## config.mk

```make
export PLATFORM = sky130hd
export DESIGN_NAME = dm_store_buffer
export DESIGN_NICKNAME = d
export VERILOG_FILES = /design/src/rtl/dm_store_buffer.sv
export SDC_FILE = /design/constraint.sdc
export NUM_CORES = 1
export LEC_CHECK = 0
export BUFFER_PORTS_ARGS = -buffer_cell sky130_fd_sc_hd__buf_2
export CAP_MARGIN = 20
export CORE_UTILIZATION = 35
export DETAILED_ROUTE_END_ITERATION = 7
export PLACE_DENSITY_LB_ADDON = 0.1
export SLEW_MARGIN = 10
export SYNTH_ARGS = -nofsm -noshare
export SYNTH_HDL_FRONTEND = slang
export SYNTH_SLANG_ARGS = --single-unit
```

## constraint.sdc

```tcl
create_clock -name clk -period 5.76 [get_ports clk]
set_clock_uncertainty 0.1 [all_clocks]
set_input_delay 0.576 -clock clk [delete_from_list [all_inputs] [get_ports clk]]
set_output_delay 0.576 -clock clk [all_outputs]
set_load 0.005 [all_outputs]
```

## src/rtl/dm_store_buffer.sv

```systemverilog
// Load/store front end: FIFO store buffer that drains into the 8-bit data memory port when the core is idle.
// Optional feature macro: DM_SB_FWD_EN enables store-to-load forwarding (loads then only wait on a full buffer).
module dm_store_buffer #(
  parameter int AW       = 8,
  parameter int SB_DEPTH = 4
) (
  input  logic          clk,
  input  logic          reset,
  input  logic          req_valid,
  input  logic          req_store,
  input  logic [AW-1:0] req_addr,
  input  logic [7:0]    req_wdata,
  output logic          req_ready,
  output logic          ld_valid,
  output logic [7:0]    ld_data,
  output logic          sb_empty,
  output logic [AW-1:0] dm_access_addr,
  output logic          dm_read_en,
  output logic          dm_write_en,
  output logic [7:0]    dm_write_val,
  input  logic [7:0]    dm_read_i
);
  localparam int          DATA_W   = 8;
  localparam int          PW       = $clog2(SB_DEPTH);
  localparam logic [PW:0] FULL_CNT = (PW+1)'(SB_DEPTH);

  logic [AW-1:0]     sb_addr [SB_DEPTH];
  logic [DATA_W-1:0] sb_data [SB_DEPTH];
  logic [PW-1:0]     head;
  logic [PW-1:0]     tail;
  logic [PW:0]       count;
  logic              full;
  logic              accept;
  logic              push;
  logic              pop;
  logic              ld_accept;
  logic              fwd_hit;
  logic [DATA_W-1:0] fwd_data;

  assign full     = (count == FULL_CNT);
  assign sb_empty = (count == '0);

`ifdef DM_SB_FWD_EN
  assign req_ready = !full;

  // Scan oldest to youngest so the last match wins, giving the youngest store's data.
  always_comb begin
    logic [PW-1:0] idx;
    fwd_hit  = 1'b0;
    fwd_data = '0;
    idx      = '0;
    for (int i = 0; i < SB_DEPTH; i++) begin
      idx = head + PW'(i);
      if (((PW+1)'(i) < count) && (sb_addr[idx] == req_addr)) begin
        fwd_hit  = 1'b1;
        fwd_data = sb_data[idx];
      end
    end
  end
`else
  assign req_ready = req_store ? !full : sb_empty;
  assign fwd_hit   = 1'b0;
  assign fwd_data  = '0;
`endif

  assign accept    = req_valid && req_ready;
  assign push      = accept && req_store;
  assign ld_accept = accept && !req_store;
  // Drain only when no request is accepted, so read and write never share a cycle.
  assign pop       = !accept && !sb_empty;

  always_comb begin
    dm_access_addr = '0;
    dm_read_en     = 1'b0;
    dm_write_en    = 1'b0;
    dm_write_val   = '0;
    if (ld_accept && !fwd_hit) begin
      dm_read_en     = 1'b1;
      dm_access_addr = req_addr;
    end else if (pop) begin
      dm_write_en    = 1'b1;
      dm_access_addr = sb_addr[head];
      dm_write_val   = sb_data[head];
    end
  end

  // Stage boundary: buffer control and load result registers.
  always_ff @(posedge clk or posedge reset) begin
    if (reset) begin
      head     <= '0;
      tail     <= '0;
      count    <= '0;
      ld_valid <= 1'b0;
      ld_data  <= '0;
    end else begin
      ld_valid <= ld_accept;
      if (ld_accept) ld_data <= fwd_hit ? fwd_data : dm_read_i;
      if (push) begin
        tail  <= tail + PW'(1);
        count <= count + (PW+1)'(1);
      end else if (pop) begin
        head  <= head + PW'(1);
        count <= count - (PW+1)'(1);
      end
    end
  end

  // Entry payload needs no reset: count gates every read of it.
  always_ff @(posedge clk) begin
    if (push) begin
      sb_addr[tail] <= req_addr;
      sb_data[tail] <= req_wdata;
    end
  end
endmodule

```

; Word level (Yosys, flattened, before mapping)
; Memory sizes are Yosys's and may differ from the RTL's.
; Cells that the tools add are included.
[op_classes]
addsub = 4
eq_ne = 1
n_mux = 12
bitwise_logic = 1
n_reduce_logical = 11
[ops]
columns = cell, count
row1 = 8-bit 2-to-1 mux, 4
row2 = 1-bit 2-to-1 mux, 6
row3 = 3-bit 2-to-1 mux, 2
row4 = 2-bit by 1-bit adder with 2-bit output (second input constant), 2
row5 = 1-bit logical AND, 4
row6 = 1-bit zero test, 4
row7 = 3-bit by 1-bit adder with 3-bit output (second input constant), 1
row8 = 3-bit equality test (second input constant), 1
row9 = 3-bit zero test, 1
row10 = 3-bit by 1-bit subtractor with 3-bit output (second input constant), 1
row11 = 2-bit AND reduction, 1
row12 = 2-bit nonzero test, 1
row13 = 1-bit NOT, 1
[totals]
n_memories = 2
elab_cells = 36
register_bits = 16
output_inout_bits = 29
ramBits = 64
in_bits = 28
[memory_table]
columns = memory, depth, word_bits, rd, rd_clocked_by_memory_dff, wr, line
row1 = sb_addr, 4, 8, 1, 0, 1, 27  ; logic [AW-1:0] sb_addr [SB_DEPTH];
row2 = sb_data, 4, 8, 1, 0, 1, 28  ; logic [DATA_W-1:0] sb_data [SB_DEPTH];

; Longest topological paths before layout
[depth]
depth_word = 8
ltp_mapped = 7
depth_no_buf = 7

; Worst setup path before layout
; No wires, ideal clock.
[synth_timing]
path_kind = register to output
start = reg count[0]
end = out dm_access_addr[0]
arrival_time_ns = 1.567
t_required_ns = 5.084
n_path_buf = 2
stages_incl_launch_ff = 6
path_slack_ns = 3.517
cell_sequence = dfrtp_1 or3_1 buf_6 nor3b_4 buf_6 a22o_2
[synth_via]
elab_chain_len = 8
word_cells_on_any_way = 11
cone_classes = 1 x eq/ne / 3 x mux / 7 x reduce/logical
[synth_rtl]
columns = item, line
row1 = from (decl), 31  ; logic [PW:0] count;
row2 = from (signal assigned), 100  ; count <= count + (PW+1)'(1);
row3 = from (signal assigned), 103  ; count <= count - (PW+1)'(1);
row4 = 3-bit equality test, 40  ; assign full = (count == FULL_CNT);
row5 = 1-bit zero test, 61  ; assign req_ready = req_store ? !full : sb_empty;
row6 = 1-bit 2-to-1 mux, 61
row7 = 1-bit logical AND, 66  ; assign accept = req_valid && req_ready;
row8 = 1-bit zero test, 70  ; assign pop = !accept && !sb_empty;
row9 = 1-bit logical AND, 70
row10 = 8-bit 2-to-1 mux, 80  ; end else if (pop) begin
row11 = 8-bit 2-to-1 mux (*), 77  ; if (ld_accept && !fwd_hit) begin
row12 = to (decl), 17  ; output logic [AW-1:0] dm_access_addr,
; Every way passes the cells marked *; elsewhere a longest branch is shown, timed or not.

; Worst setup path after layout
[layout_timing]
start = reg count[1]
end = out dm_access_addr[0]
; The elaborated chain is that of the path after synthesis.

==> run summary <==
status: complete, but fails checks
violations in the final reports: design-rule violations
initial antenna violation count: 0
CORE AREA: 0.008806 mm^2
syn_nets: 197
CP Max Fanout: 17
worst-case reg-to-reg path depth: 3
Routed wire per std cell: 17.99 um
Sink Count: 80
setup TNS: 0 ps
post-route clock period utilization: 0.5092
Seq/Total Area, Yosys: 0.7191
DIE WIDTH: 98.06 um
Post-CTS Resized: 0
Detailed Route WL: 6.098 mm
H-tree depth: 3
unrepaired setup endpoints after global routing: false
critical path cell sequence: or3_1, o21ai_2, inv_1, a22o_2, buf_2
antenna cells: 0
post-synthesis mux area share: 0.1441
first-pass GRT wire length: 9.887 mm
Net count, final: 259
fmax: 340.9 MHz
Final Hold Fails: 0
clock slew at reported path FFs: 80 ps
P_leak: 0.001454 uW
Compound-Gate Fraction of Synth Area: 0.04649
layout cells sized above 1: 0.4632
clock period minus worst slack: 2933 ps
simple logic cell fraction of the synthesized area: 0.04068
adder-cell share of the synthesized area: 0.01937
Final Wtd Congestion: 0.6952
worst min-delay path class: primary input to async pin
slowest cell on the critical path: or3_1
Finish-stage setup viols: 0
post-route ant nets: 0
First DRT Iteration DRCs: 112
CP endpoint: dm_access_addr[0]
top cell type's share of synthesized area: 0.5951
Worst-Skew Late Latency: 330 ps
CP peak stage delay: 500 ps
crit end category: output port
Die Ht: 98.06 um
GRT Overall Usage: 0.1383
Crit path required time: 5080 ps
Reg-to-Reg Start: count[1]
largest net degree at the start of global routing: 19
Max IR drop VDD: 199.4 uV
CTS tree: yes
Slew headroom: 0.3663
root buf cell: clkbuf_8
Worst R2R Setup Slack: 3320 ps
crit start category: flip-flop
Syn-to-layout area delta: 18.48%
die area: 0.009615 mm^2
#FFs+latches synth: 80
CP startpoint: count[1]
fillers: 776
CTS buffer count: 9
Synth Cell Area: 0.003229 mm^2
Post-Synth XOR/XNOR Area: 0.01085
starting density of the core: 0.3667
Post-Syn Area per Cell: 19.69 um^2
critical path class: flip-flop to output port
Synth Instances: 164
Hold Buf Count CTS: 0
PwrDens: 479.6 mW/mm^2
Slew Viols, Final: 0
gr ovfl total: 0
detailed-router iteration count before antenna repair: 6
Ys Warns: 0
Total Power: 1835 uW
total setup buffers inserted after CTS: 0
port bufs: 56
Tightest Pin Transition: 950.6 ps
vias in the first global route: 1868
Worst R2R End: sb_data[0][0]
Rows: 34
CP Depth: 5
DPL Wire Length: 3.812 mm
CP bufs+invs: 2
drc violations: 5
Crit path arrival time: 2260 ps
Synth area leader: edfxtp_1
Max Cap Viol: 0
Netlist cell types: 27
Vias/cell: 5.003
top post-synthesis cells by area: edfxtp_1 (60%), dfrtp_1 (12%), mux4_2 (11%)
crit-path leading delay family: simple AND/OR/NAND/NOR gates
DR vias: 1696
clk buf depth: 2
I/O Pins: 57
largest family of logic cells by synthesized area: multiplexers
-- metal layers --
| metal | share of wire | GRT usage | vias up | wire length (um) |
|---|---|---|---|---|
| met4 | 0.019 | 0.05245 | 0 | 118 |
| li1 | - | - | 772 | - |
| met2 | 0.47 | 0.2167 | 47 | 2891 |
| met5 | 0 | 0 | - | 0 |
| met1 | 0.45 | 0.1790 | 865 | 2772 |
| met3 | 0.052 | 0.04581 | 12 | 316 |
-- registers in the layout, summed over array words and instances, names as in the netlist --
| register | cells |
|---|---|
| ld_data | 8 |
| sb_addr | 32 |
| head | 2 |
| ld_valid | 1 |
| tail | 2 |
| count | 3 |
| sb_data | 32 |
-- cells in the mapped netlist --
cell      instances
xnor2_1           4
dfrtp_1          16
o21a_1            1
nor3_1            1
nor3b_4           1
a22o_2            8
nor2_1            2
mux2_4            1
o221ai_1          1
a21oi_1           3
or3_1             1
mux4_2           16
mux2_2            8
o21ai_2           1
edfxtp_1         64
inv_1             5
a21o_1            1
o211ai_1          2
nand2b_1          1
nand4b_1          1
buf_6             2
nand2_1           1
a21boi_0          1
clkbuf_1          3
ha_1              5
and2_1           12
buf_2             2
-- cells in the final DEF, fill, tap and decap left out --
master	netlist	final
a21oi_1	3	3
and2_1	12	12
mux2_4	1	1
nand2b_1	1	1
nor3b_4	1	1
nor3_1	1	1
bufinv_16	0	1
xnor2_1	4	4
clkbuf_8	0	10
buf_4	0	1
a21boi_0	1	1
mux2_2	8	8
o21a_1	1	1
a22o_2	8	8
nand4b_1	1	1
o21ai_2	1	1
edfxtp_1	64	64
mux4_2	16	16
clkinv_2	0	3
ha_1	5	5
nand2_1	1	1
o211ai_1	2	2
nor2_1	2	2
o221ai_1	1	1
buf_2	2	56
dfrtp_1	16	16
clkbuf_1	3	2
inv_1	5	5
a21o_1	1	1
or3_1	1	1
buf_16	0	1
-- area by class of cell --
class                   count  area [um^2]  area share
flip-flops and latches     80         2322      0.6069
multi-input cells          72        844.6      0.2207
inverters                   5        18.77    0.004905
repair buffers             58        315.3     0.08241
clock buffers              12        145.1     0.03793
well taps                 108        135.1     0.03532
clock inverters             4        45.04     0.01177
-- how the worst min path moves through the flow --
| stage | start | end | slack [ps] | depth (start not counted) |
|---|---|---|---|---|
| floorplan | count[0] | count[0] | 340 | 1 |
| global placement | count[0] | count[0] | 360 | 1 |
| detailed placement | count[0] | count[0] | 370 | 1 |
| CTS | reset | ld_data[3] | 210 | 2 |
| global route | reset | ld_valid | 220 | 2 |
| finish | reset | ld_data[3] | 210 | 2 |
-- worst reg2reg max path: cells and delay by family, from the launching register on --
family / cells / cell delay (ps)
AO/OA/AOI/OAI: 1 / 510
AND/OR/NAND/NOR: 2 / 1000
flip-flops: 1 / 440
-- kinds of logic (layout without fill, tap and decap cells) --
logic type	Yosys count	in the layout
adders and majority gates	5	5
muxes	25	25
DFF	80	80
and+or+nand+nor	20	20
xor gates and xnor gates	4	4
buffers and inverters	12	79
AOI/OAI and AO/OA	18	18
-- metrics by stage --
stage	hold WS (ps)	util	cells	setup slack [ps]	instance area [um^2]
3_3_place_gp	355.7	0.4098	322	2950	3608
4_1_cts	208.1	0.4345	339	2819	3826
5_1_grt	224.9	0.4345	339	2610	3826
6_report	206.0	0.4345	339	2827	3826
3_5_place_dp	374.7	0.4129	323	3035	3636
2_1_floorplan	342.8	-	164	3517	3229
-- power breakdown --
part	internal, uW	total (uW)	switching [uW]
clock network	210	395	185
logic	350	620	270
registers	732	820	87.3
(Power assumes the default switching activity.)
